==> src/rtl/conv_pkg.sv <==
// Shared constants and types for the 3x3 convolution frame sequencer.
package conv_pkg;

  localparam int unsigned IMG_WIDTH  = 32;
  localparam int unsigned IMG_HEIGHT = 32;
  localparam int unsigned RES_W      = 22;

  typedef enum logic [2:0] {
    ST_IDLE,
    ST_KICK,
    ST_STREAM,
    ST_DRAIN,
    ST_FINISH
  } seq_state_e;

  typedef logic signed [RES_W-1:0] result_t;

endpackage

==> src/rtl/conv_pix_fetch.sv <==
// Image memory read address generator plus alignment of the 1-cycle
// synchronous read latency onto the engine pixel stream.
module conv_pix_fetch #(
  parameter int unsigned IMG_WIDTH  = conv_pkg::IMG_WIDTH,
  parameter int unsigned IMG_HEIGHT = conv_pkg::IMG_HEIGHT,
  parameter int unsigned PIX_AW     = 10
) (
  input  logic              clk,
  input  logic              rst,
  input  logic              clear,
  input  logic              enable,
  input  logic              hold,
  input  logic              flush,
  output logic              pix_rd_en,
  output logic [PIX_AW-1:0] pix_addr,
  input  logic [7:0]        pix_rd_data,
  output logic              pix_valid,
  output logic [7:0]        pix_data,
  output logic              last_pix
);

  localparam int unsigned NPIX = IMG_WIDTH * IMG_HEIGHT;
  localparam int unsigned CW   = PIX_AW + 1;

  logic [CW-1:0] issued;
  logic [CW-1:0] delivered;
  logic          rd_valid_q;

  assign pix_rd_en = enable && !hold && (issued < CW'(NPIX));
  assign pix_addr  = issued[PIX_AW-1:0];

  always_ff @(posedge clk or negedge rst) begin
    if (!rst) begin
      issued     <= '0;
      delivered  <= '0;
      rd_valid_q <= 1'b0;
    end else begin
      if (clear) begin
        issued    <= '0;
        delivered <= '0;
      end else begin
        if (pix_rd_en)
          issued <= issued + 1'b1;
        if (rd_valid_q && !flush)
          delivered <= delivered + 1'b1;
      end
      // A flush discards the read issued in the abort cycle.
      rd_valid_q <= pix_rd_en && !flush;
    end
  end

  // The memory's own output register provides the data alignment.
  assign pix_valid = rd_valid_q;
  assign pix_data  = rd_valid_q ? pix_rd_data : '0;
  assign last_pix  = rd_valid_q && (delivered == CW'(NPIX - 1));

endmodule

==> src/rtl/conv_frame_sequencer.sv <==
// Frame-level controller: kicks the convolution engine, streams one frame
// of pixels into it and stores every result in the result memory.
module conv_frame_sequencer
  import conv_pkg::*;
#(
  parameter int unsigned IMG_WIDTH     = conv_pkg::IMG_WIDTH,
  parameter int unsigned IMG_HEIGHT    = conv_pkg::IMG_HEIGHT,
  parameter int unsigned PIX_AW        = 10,
  parameter int unsigned RES_AW        = 10,
  parameter int unsigned RES_W         = conv_pkg::RES_W,
  parameter int unsigned DRAIN_TIMEOUT = 64
) (
  input  logic              clk,
  input  logic              rst,
  input  logic              cmd_start,
  input  logic              cmd_abort,
  input  logic              hold,
  output logic              busy,
  output logic              done,
  output logic              err_abort,
  output logic              err_timeout,
  output logic [RES_AW:0]   res_count,
  output logic              pix_rd_en,
  output logic [PIX_AW-1:0] pix_addr,
  input  logic [7:0]        pix_rd_data,
  output logic              eng_start,
  output logic [7:0]        eng_pixel,
  output logic              eng_pixel_valid,
  output logic              eng_rst,
  input  logic [RES_W-1:0]  eng_result,
  input  logic              eng_result_valid,
  input  logic              eng_done,
  output logic              res_we,
  output logic [RES_AW-1:0] res_addr,
  output logic [RES_W-1:0]  res_data
);

  localparam int unsigned TW = $clog2(DRAIN_TIMEOUT + 1);

  seq_state_e    state, state_nxt;
  logic [TW-1:0] drain_cnt;
  logic          start_take;
  logic          abort_take;
  logic          timeout_hit;
  logic          fetch_en;
  logic          last_pix;
  logic          capture;
  logic          eng_rst_q;

  conv_pix_fetch #(
    .IMG_WIDTH (IMG_WIDTH),
    .IMG_HEIGHT(IMG_HEIGHT),
    .PIX_AW    (PIX_AW)
  ) u_fetch (
    .clk        (clk),
    .rst        (rst),
    .clear      (start_take),
    .enable     (fetch_en),
    .hold       (hold),
    .flush      (abort_take),
    .pix_rd_en  (pix_rd_en),
    .pix_addr   (pix_addr),
    .pix_rd_data(pix_rd_data),
    .pix_valid  (eng_pixel_valid),
    .pix_data   (eng_pixel),
    .last_pix   (last_pix)
  );

  always_comb begin
    state_nxt   = state;
    start_take  = 1'b0;
    abort_take  = 1'b0;
    timeout_hit = 1'b0;
    busy        = (state != ST_IDLE);
    eng_start   = (state == ST_KICK);
    fetch_en    = (state == ST_STREAM);
    done        = 1'b0;
    unique case (state)
      ST_IDLE: begin
        if (cmd_start) begin
          start_take = 1'b1;
          state_nxt  = ST_KICK;
        end
      end
      ST_KICK:   state_nxt = ST_STREAM;
      ST_STREAM: if (last_pix) state_nxt = ST_DRAIN;
      ST_DRAIN: begin
        if (eng_done) begin
          state_nxt = ST_FINISH;
        end else if (drain_cnt == TW'(DRAIN_TIMEOUT - 1)) begin
          timeout_hit = 1'b1;
          state_nxt   = ST_IDLE;
        end
      end
      ST_FINISH: begin
        done      = !cmd_abort;
        state_nxt = ST_IDLE;
      end
      default: state_nxt = ST_IDLE;
    endcase
    // Abort overrides every other transition outside IDLE.
    if (state != ST_IDLE && cmd_abort) begin
      abort_take  = 1'b1;
      timeout_hit = 1'b0;
      state_nxt   = ST_IDLE;
    end
  end

  always_ff @(posedge clk or negedge rst) begin
    if (!rst) begin
      state     <= ST_IDLE;
      drain_cnt <= '0;
    end else begin
      state     <= state_nxt;
      drain_cnt <= (state == ST_DRAIN) ? drain_cnt + 1'b1 : '0;
    end
  end

  // Held high through reset so the engine restarts cleanly afterwards.
  always_ff @(posedge clk or negedge rst) begin
    if (!rst)
      eng_rst_q <= 1'b1;
    else
      eng_rst_q <= abort_take || timeout_hit;
  end

  assign eng_rst = eng_rst_q;

  always_ff @(posedge clk or negedge rst) begin
    if (!rst) begin
      err_abort   <= 1'b0;
      err_timeout <= 1'b0;
    end else if (start_take) begin
      err_abort   <= 1'b0;
      err_timeout <= 1'b0;
    end else begin
      if (abort_take)
        err_abort <= 1'b1;
      if (timeout_hit)
        err_timeout <= 1'b1;
    end
  end

  // The MSB of res_count marks saturation; further results are dropped.
  assign capture = (state != ST_IDLE) && eng_result_valid && !res_count[RES_AW];

  always_ff @(posedge clk or negedge rst) begin
    if (!rst) begin
      res_count <= '0;
      res_we    <= 1'b0;
      res_addr  <= '0;
      res_data  <= '0;
    end else begin
      res_we <= capture;
      if (start_take) begin
        res_count <= '0;
      end else if (capture) begin
        res_count <= res_count + 1'b1;
        res_addr  <= res_count[RES_AW-1:0];
        res_data  <= eng_result;
      end
    end
  end

endmodule

==> config.mk <==
export PLATFORM = sky130hd
export DESIGN_NAME = conv_frame_sequencer
export DESIGN_NICKNAME = d
export VERILOG_FILES = /design/src/rtl/conv_pkg.sv /design/src/rtl/conv_pix_fetch.sv /design/src/rtl/conv_frame_sequencer.sv
export SDC_FILE = /design/constraint.sdc
export NUM_CORES = 1
export LEC_CHECK = 0
export ABC_CLOCK_PERIOD_IN_PS = 1600
export BUFFER_PORTS_ARGS = -buffer_cell sky130_fd_sc_hd__buf_2
export CELL_PAD_IN_SITES_DETAIL_PLACEMENT = 0
export CELL_PAD_IN_SITES_GLOBAL_PLACEMENT = 1
export CORE_MARGIN = 3
export CORE_UTILIZATION = 36
export DETAILED_ROUTE_END_ITERATION = 12
export HOLD_SLACK_MARGIN = 0.08
export PLACE_DENSITY_LB_ADDON = 0.1
export REMOVE_ABC_BUFFERS = 1
export SYNTH_ARGS = -nofsm -noshare
export SYNTH_HDL_FRONTEND = slang
export SYNTH_SLANG_ARGS = --single-unit
==> constraint.sdc <==
create_clock -name clk -period 1.6 [get_ports clk]
set_input_delay 0.32 -clock clk [delete_from_list [all_inputs] [get_ports clk]]
set_output_delay 0.32 -clock clk [all_outputs]
set_load 0.01 [all_outputs]
==> flow_metrics.py <==
metrics = {
    "placement": {
        "pre_cts_slack_ns": -0.03913,
        "io_buffer_count": 106,
        "hpwl_um": 6054,
        "routabilityCongestion": 0.7539,
        "placed_area_um2": 4497,
    },
    "final_layout": {
        "fin_nets": 508,
        "design_area_um2": 5001,
        "final_core_util_pct": 50.70,
        "antenna_cells": 0,
        "fillCellCount": 957,
        "syn_to_final_growth_pct": 35.95,
        "drive_above_1_share_pct": 48.09,
    },
    "sta": {
        "max_slew_margin_pct": 68.12,
        "fmaxAchievable_mhz": 576.5,
        "worstMarginPinSlew_ns": 0.4782,
        "rsz0062_at_grt": "yes",
        "period_share_pct": 108.4,
        "fin_ws_ns": -0.1347,
        "skew_ns": 0.01068,
        "final-setup-viol-count": 11,
        "setup_tns_ns": -0.7435,
        "min_period_ns": 1.735,
        "whs_ns": 0.1964,
        "drv_slew": 0,
        "hold_violations": 0,
    },
    "logic_synthesis": {
        "synthTopCellsByArea": "dfrtp_1 (54%), mux2_2 (9.8%), nor2_1 (3.3%)",
        "seq_area_frac_synth_pct": 54.46,
        "synthFlopType": "dfrtp_1",
        "syn_avg_cell_area_um2": 11.25,
        "yosys.area.top_type": "dfrtp_1",
        "post_synth_num_cell_types": 50,
        "ys_top_cells_by_count": "dfrtp_1 (79), mux2_2 (32), nor2_1 (32)",
        "post-synth-top-count-cell": "dfrtp_1",
        "netlist_instances": 327,
        "netlist_area_um2": 3679,
        "async_flop_share_pct": 100.0,
        "synth_seq_cells": 80,
        "synth_edf_count": 0,
        "yosysWarningCount": 0,
        "netlist.area_leader.share_pct": 53.74,
    },
    "routing": {
        "route.vias.total": 2865,
        "wl_met3_um": 278,
        "highest_layer": "met4",
        "firstDrtPassIters": 4,
        "routed_wl_um": 8374,
        "dr.first_iter.drc_count": 98,
        "drtAntennaViolNets": 0,
        "post_drt_wl_per_cell_um": 13.84,
        "wl_met2_um": 4204,
        "drc": 0,
        "met1_length_um": 3781,
        "routed_via_density": 4.736,
    },
    "floorplanning": {
        "die_w_um": 107.1,
        "die_h_um": 107.1,
        "start_util_pct": 37.29,
        "io-pin-count": 107,
        "die_area_um2": 11470,
        "rows": 36,
        "coreArea_um2": 9864,
    },
    "clocking": {
        "cts_max_level": 3,
        "clk_latency_ns": 0.35,
        "cts_buffer_depth": 2,
        "numCtsBuffers": 9,
        "path_clk_slew_ns": 0.09,
        "cts_root_buf": "clkbuf_8",
        "cts_tree": "done",
        "clkSinkCount": 80,
    },
    "global_routing": {
        "grt_use_total_pct": 15.27,
        "grt-ovfl-total": 0,
        "grt_max_degree": 34,
        "grt_pass1_vias": 2837,
        "antenna_found_initial": 0,
        "grt_pass1_wl_um": 14110,
    },
    "power": {
        "clkPwrFrac_pct": 22.0,
        "power_density_nw_per_um2": 1361,
        "power_leakage_nw": 2.427,
        "p_seq_share_pct": 39.7,
        "p_sw_share_pct": 33.63,
        "ir_worst_vdd_mv": 0.6127,
        "internal_power_mw": 4.517,
        "switchingPower_mw": 2.289,
        "pwr-share-comb_pct": 38.3,
    },
    "setup_path": {
        "crit_buf_inv": 2,
        "path_class": "flop to output pin",
        "startpoint_type": "flop",
        "crit_start": "state[1]",
        "path_cells": "buf_4 -> nor4b_2 -> buf_2",
        "crit_path_top_delay_cell": "dfrtp_2",
        "r2r_start": "state[0]",
        "required_ns": 1.28,
        "critPathArrivalTime_ns": 1.41,
        "cp-end-kind": "output pin",
        "slowest_delay_ns": 0.44,
        "cp_top_family": "flip-flops",
        "cp_max_fo": 6,
    },
    "outcome": {
        "violations": "negative setup slack",
        "run_status": "finished with violations",
    },
    "flow_run": {
        "cap_violations": 0,
    },
    "worst_hold_path": {
        "hp-start": "eng_result[1]",
        "hold_path.class": "input pin to flop",
    },
}
[metrics by stage]
step | std cells | total power, mW
global placement | 574 | 4.962
finish | 605 | 6.805
CTS | 597 | 6.750
global route | 605 | 7.259
detailed placement | 574 | 5.006
floorplan | 306 | 3.950
[power by group through the flow]
stage	Clock (mW)	Combinational (mW)	Sequential [mW]
2_1_floorplan	0	0.989	2.96
3_3_place_gp	0	2.23	2.73
3_5_place_dp	0	2.26	2.75
4_1_cts	1.56	2.49	2.71
5_1_grt	1.64	2.84	2.78
6_report	1.50	2.60	2.70
[path summary, 6_finish.rpt]
check	slack (ns)	end	depth (start not counted)
max	-0.13	done	3
min	0.20	res_data[1]	2
max reg2reg	-0.09	u_fetch.issued[9]	6
min reg2reg	0.49	drain_cnt[0]	1
max in group asynchronous	0.59	state[1]	3
min in group asynchronous	0.46	u_fetch.delivered[2]	2
[logic make-up (layout without fill, tap and decap cells)]
| kind of cell | after synthesis | after routing | synth area share [%] |
|---|---|---|---|
| and+or+nand+nor | 122 | 122 | 17.38 |
| DFF | 80 | 80 | 54.46 |
| muxes | 35 | 35 | 10.61 |
| AOI/OAI and AO/OA | 33 | 33 | 5.987 |
| buffers and inverters | 30 | 175 | 4.728 |
| xor gates and xnor gates | 23 | 23 | 5.476 |
| adders and majority gates | 4 | 4 | 1.361 |
[worst register-to-register path, cell delays in order, from the launching register on]
cell and delay [ns]:
dfrtp_1 0.41, buf_6 0.13, or3b_2 0.55, nor3_2 0.20, buf_4 0.14, nand3_1 0.07, a21oi_1 0.13
[registers in the layout, indices dropped and copies added (netlist names)]
signal	count
res_data	22
res_count	11
u_fetch.delivered	11
u_fetch.issued	11
res_addr	10
drain_cnt	7
state	3
eng_rst	1
err_abort	1
err_timeout	1
res_we	1
u_fetch.pix_valid	1
[per-layer routing]
layer,up-vias,GRT usage [%]
li1,1412,-
met1,1397,20.66
met2,47,24.53
met3,9,2.950
met4,0,5.205
met5,-,0
[placed cells by master (no fill, tap or decap), drive strengths merged, types with 6 or more instances in the layout]
master and n:
buf 149, dfrtp 79, mux2 32, nor2 32, nand2 21, nand3 17, a21oi 14, xnor2 13
xor2 10, clkbuf 10, inv 10, and2 8, nor4 7, nand4 6, nor3 6
[layout make-up]
cell class,instances,area (um^2),share of cell area (%)
timing repair buffer,150,919.6,18.39
clock inverter,6,68.82,1.376
sequential,80,2004,40.08
clock buffer,10,127.6,2.552
multi-input combinational,217,1678,33.55
inverter,9,36.28,0.7255
tap,133,166.4,3.328
[what timing repair did]
item,4_1_cts,5_1_grt
hold buffers,1,0
setup buffers,6,8
endpoints found under the setup margin,9,55
pin swaps,9,9
gates resized for setup,16,18
endpoints found under the hold margin,29,0
Power figures use the tool's default switching activity.
